--- config.mk ---
export PLATFORM = sky130hd
export DESIGN_NAME = result_readout_ctrl_mul
export DESIGN_NICKNAME = d
export VERILOG_FILES = /design/src/rtl/result_readout_ctrl_mul.sv
export SDC_FILE = /design/constraint.sdc
export NUM_CORES = 1
export LEC_CHECK = 0
export ABC_AREA = 1
export CELL_PAD_IN_SITES_DETAIL_PLACEMENT = 1
export CELL_PAD_IN_SITES_GLOBAL_PLACEMENT = 2
export CORE_ASPECT_RATIO = 1.2
export CORE_MARGIN = 2
export CORE_UTILIZATION = 24
export CTS_CLUSTER_DIAMETER = 80
export CTS_CLUSTER_SIZE = 24
export DETAILED_ROUTE_END_ITERATION = 10
export HOLD_SLACK_MARGIN = 0.06
export PLACE_DENSITY = 0.9
export SLEW_MARGIN = 20
export SYNTH_ARGS = -nofsm -noshare
export SYNTH_HDL_FRONTEND = slang
export SYNTH_SLANG_ARGS = --single-unit
--- constraint.sdc ---
create_clock -name clk -period 1.5 [get_ports clk]
set_input_delay 0.3 -clock clk [delete_from_list [all_inputs] [get_ports clk]]
set_output_delay 0.3 -clock clk [all_outputs]
set_load 0.02 [all_outputs]
--- src/rtl/result_readout_ctrl_mul.sv ---
// Drains result rows from CA_RAM to a valid/ready stream: READ -> CAPTURE -> HOLD per row.
// Optional READOUT_CLEAR_EN zeroes each row in CA_RAM as it is accepted downstream.
module result_readout_ctrl_mul #(
  parameter int DATA_W = 16,
  parameter int ADDR_W = 7
) (
  input  logic              clk,
  input  logic              rst,
  input  logic              start,
  input  logic [ADDR_W-1:0] num_rows,
  output logic [ADDR_W-1:0] ram_addr,
  output logic              ram_re,
  input  logic [DATA_W-1:0] ram_rdata,
  output logic              ram_we,
  output logic [DATA_W-1:0] ram_wdata,
  output logic [DATA_W-1:0] out_data,
  output logic              out_valid,
  input  logic              out_ready,
  output logic              out_last,
  output logic              busy,
  output logic              done
);

  typedef enum logic [2:0] {
    S_IDLE,
    S_READ,
    S_CAPTURE,
    S_HOLD,
    S_FINISH
  } state_t;

  state_t              r_state;
  state_t              w_next;
  logic [ADDR_W-1:0]   r_addr;
  logic [ADDR_W-1:0]   r_num;
  logic [DATA_W-1:0]   r_out_data;
  logic                r_out_valid;
  logic                r_out_last;
  logic                w_accept;

  assign w_accept = (r_state == S_HOLD) && r_out_valid && out_ready;

  always_ff @(posedge clk or posedge rst) begin
    if (rst) r_state <= S_IDLE;
    else     r_state <= w_next;
  end

  always_comb begin
    w_next = r_state;
    case (r_state)
      S_IDLE:    if (start) w_next = (num_rows == '0) ? S_FINISH : S_READ;
      S_READ:    w_next = S_CAPTURE;
      S_CAPTURE: w_next = S_HOLD;
      S_HOLD:    if (w_accept) w_next = r_out_last ? S_FINISH : S_READ;
      S_FINISH:  w_next = S_IDLE;
      default:   w_next = S_IDLE;
    endcase
  end

  always_comb begin
    ram_re = (r_state == S_READ);
    busy   = (r_state != S_IDLE);
    done   = (r_state == S_FINISH);
`ifdef READOUT_CLEAR_EN
    ram_we = w_accept;
`else
    ram_we = 1'b0;
`endif
  end

  assign ram_wdata = '0;

  // Last-row flag is resolved at capture time so HOLD only needs the registered bit.
  always_ff @(posedge clk or posedge rst) begin
    if (rst) begin
      r_addr      <= '0;
      r_num       <= '0;
      r_out_data  <= '0;
      r_out_valid <= 1'b0;
      r_out_last  <= 1'b0;
    end else begin
      case (r_state)
        S_IDLE: begin
          if (start && (num_rows != '0)) begin
            r_num  <= num_rows;
            r_addr <= '0;
          end
        end
        S_CAPTURE: begin
          r_out_data  <= ram_rdata;
          r_out_valid <= 1'b1;
          r_out_last  <= (r_addr == (r_num - ADDR_W'(1)));
        end
        S_HOLD: begin
          if (w_accept) begin
            r_out_valid <= 1'b0;
            r_out_last  <= 1'b0;
            if (!r_out_last) r_addr <= r_addr + ADDR_W'(1);
          end
        end
        default: ;
      endcase
    end
  end

  assign ram_addr  = r_addr;
  assign out_data  = r_out_data;
  assign out_valid = r_out_valid;
  assign out_last  = r_out_last;

endmodule

==> impl.org, run 1 <==
** STA
- In the finished design, the share of the clock period the worst path needs comes to 1.01.
- Setup repair after global routing could not meet its margin everywhere.
- Hold is met by approximately 0.35 ns.
- Fmax achieved :: 657 MHz
- Setup violations remaining at the end of the flow were counted as 1.
- Final critical-path required period :: ~1.5 ns
- Total negative slack :: -0.0222 ns
- The count of endpoints failing hold in the final timing report came to 0.
- The number of pins exceeding their max-slew limit in the final report was 0.
- Setup skew after layout :: 0.00986 ns
- After layout, the worst setup slack is -0.0222 ns.

** Setup path
- The critical path is of the reg -> out type.
- Crit path arrival time :: about 1.2 ns
- The largest single stage delay on the critical path is 0.45 ns.
- Worst EP required :: between 1 and 1.5 ns
- Kind of launch point of the worst setup path :: flip-flop
- Reg-to-reg critical path startpoint :: r_num[0]$_DFFE_PP0P_
- The worst setup path is captured at an output pin.
- Critical path, cell by cell :: nor3_1 -> buf_2
- Launch point of the critical path :: r_state[2]$_DFFE_PP0P_
- Among all stages on the critical path, the largest delay is contributed by dfrtp_2.
- Critical-path maximum fanout :: 4

** Clocking
- Clock Root Buffer :: clkbuf_8
- In this run, post-CTS hold repair placed 0 buffers.
- TritonCTS built the clock tree.
- Clock Path Buffers :: 2
- Insertion delay to the later sink of the worst-skew pair :: 0.29 ns
- Register clock-pin slew on the reported worst setup and hold paths :: about 0.080 ns
- Number of buffers inserted during clock tree synthesis :: 5
- Clock tree sinks :: 35
- CTS H-tree depth :: 2

** Placement
- RD Place Congestion :: around 0.76
- During placement, the flow inserted port buffers numbering 54.
- Worst slack after detailed placement :: -0.199 ns
- Summing all placed instances gives a cell area of around 2600 um^2.
- Detailed placement ended at an HPWL of roughly 3.9 mm.

** Run status
- Status :: finished, violations left
- Failing checks :: setup timing

** Global routing
- Via count of the first global-routing pass :: 1802
- Number of antenna violations at the first check in global routing :: 0
- All-Layer GR Usage :: 0.125
- After global routing the overflow that remains totals 0.
- Largest net degree at the start of global routing :: 36
- Wire length of the first global-routing pass :: ~8.5 mm

** Power
- In this run the static leakage power is 1.40 nW.
- Total internal power :: around 2.8 mW
- In this run the power spent charging and discharging nets is ~2.2 mW.
- PD cells :: 1830 nW/um^2
- Of the total power, registers draw 0.319.
- Net Sw Frac :: 0.444
- The share of total power dissipated in combinational logic is 0.542.
- Part of the total power dissipated in the clock network :: 0.139
- Worst vdd ir :: between 0.6 and 0.7 mV

** Detailed routing
- Number of nets still failing antenna checks after routing :: 0
- After detailed routing, the number of remaining DRC violations is 0.
- After detailed routing, the average wire length per cell comes to 12.7 um.
- In this run, the number of DRC markers left after iteration 0 of detailed routing was 29.
- For this block, the routed nets add up to between 5 and 6 mm of wire.
- The pre-antenna-repair detailed-routing pass consisted of 5 iterations.
- Total number of vias :: roughly 1700
- Using the TritonRoute via totals, the vias-per-cell ratio works out to roughly 4.2.

** Synthesis
- Synthesis inferred 35 register bits.
- Syn avg cell area :: around 8.0 um^2
- Summed over all instances, the cell type with the most area after synthesis is dfrtp_1.
- After technology mapping, the gate count stands at ~240.
- The number of different library cells used by synthesis comes to 29.
- Number of synthesis warnings :: 0
- The cell area that synthesis handed to floorplanning was roughly 1900 um^2.
- Of the synthesized area, sequential elements account for 0.460.
- Top area cells in the synthesized netlist :: dfrtp_1, nand2_1, buf_4
- Of the post-synthesis cell area, the dominant cell type holds 0.460.

** Die
- Die Ht :: between 100 and 150 um
- The initial utilization of the core area, before any placement, comes to 0.247.
- The floorplan step set the die width to between 80 and 90 um.
- IO Count :: between 70 and 80
- Total core area :: ~7700 um^2
- The die covers approximately 8700 um^2.
- Number of placement rows :: 35

** Flow run
- Max-cap check violation count :: 0

** Hold path
- Tightest Hold Check Type :: in -> async

** Cells and area
- Of the cells placed in the final design, the portion with a size suffix greater than 1 is 0.199.
- Number of nets in the layout :: between 300 and 400
- Cell area after layout :: approximately 2800 um^2
- From synthesis to final layout, the design area changed by 45.4%.
- Antenna cells :: 0
-- cell families (layout without fill, tap and decap cells) --
kind of cell	count (synthesis)	in the layout	synth area share
xor+xnor	7	7	0.0322
simple gates	136	136	0.325
compound gates	14	14	0.0381
flops	35	35	0.460
buf+inv	42	106	0.130
fa+ha+maj	2	2	0.0131
other cells	1	17	0.00197
-- Yosys cell counts (all sizes together) --
library cell,instances
nand3,15
conb,1
inv,21
nand2,87
nor3,7
nand4,2
ha,2
xor2,3
a21oi,2
buf,21
a21boi,1
xnor2,4
nand3b,1
nor2,24
o21ai,11
dfrtp,35
-- layer usage --
layer  part of all wire  vias to the layer above  track usage  routed length (um)
met4              0.014                        0       0.0403                  71
met2               0.50                       54        0.218                2610
met3              0.067                        7       0.0399                 350
li1                   -                      859            -                   -
met1               0.42                      811        0.146                2150
met5                  0                        -            0                   0
-- cells in the final DEF, fill, tap and decap left out, types with 3 or more instances in the layout --
cell / n
buf_4: 19
conb_1: 17
buf_6: 3
xor2_1: 3
inv_1: 13
nor2_2: 3
nor3_1: 3
nand2_1: 84
inv_2: 6
o21ai_1: 10
nor2_4: 3
nor2_1: 18
clkbuf_8: 6
dfrtp_1: 32
dlygate4sd2_1: 25
nand2_2: 3
dfrtp_2: 3
clkdlybuf4s50_1: 26
nand3_1: 13
buf_2: 3
-- metrics by stage --
stage	instances	util	total power, mW
finish	409	0.359	5.06
floorplan	253	-	3.23
global placement	399	0.342	4.34
global route	409	0.359	5.55
CTS	406	0.349	4.97
detailed placement	399	0.342	4.44
-- state kept, by name, indices dropped and copies added (netlist names) --
signal,flops
out_data,16
r_num,7
ram_addr,7
r_state,3
out_last,1
out_valid,1
-- worst max-delay path: cells and delay by family (launching register included) --
kind                   cells  cell delay (ns)
AND/OR/NAND/NOR            1             0.26
buffers and inverters      1             0.22
flip-flops                 1             0.45
-- power by group through the flow --
stage	clock network, mW	logic [mW]	registers, mW
after global placement	0	2.73	1.61
after floorplan	0	1.34	1.89
after CTS	0.742	2.63	1.60
after global routing	0.779	3.09	1.67
after detailed placement	0	2.82	1.62
final	0.706	2.74	1.62
-- area by class of cell --
cell class | instances | area [um^2]
Sequential cell | 35 | 880
Fill cell | 956 | 4940
Inverter | 21 | 83.8
Timing Repair Buffer | 78 | 711
Clock buffer | 6 | 82.6
Clock inverter | 1 | 5.00
Multi-Input combinational cell | 176 | 892
Tap cell | 92 | 115
-- worst paths after layout --
check / slack (ns) / to / cells after the start
hold reg to reg: 0.47 / out_data[12]$_DFFE_PP0N_ / 2
min in group clk: 0.47 / out_data[12]$_DFFE_PP0N_ / 2
hold / removal: 0.35 / out_data[0]$_DFFE_PP0N_ / 3
max in group asynchronous: 0.96 / r_state[2]$_DFFE_PP0P_ / 3
setup reg to reg: 0.03 / out_last$_DFFE_PP0P_ / 11
setup / recovery: -0.02 / ram_re / 2
-- repair_timing --
item	4_1_cts	5_1_grt
gates resized for setup	38	17
pin swaps	0	5
setup buffers	0	3
setup endpoints to repair	29	9
hold endpoints to repair	0	0
No activity file was read; power rests on OpenSTA's default activity.
==> run 2: changes to the inputs <==
SLEW_MARGIN = not set   (was 20)
==> results of run 2 <==
No change in the layout: final DEF, timing and power equal those of run 1.
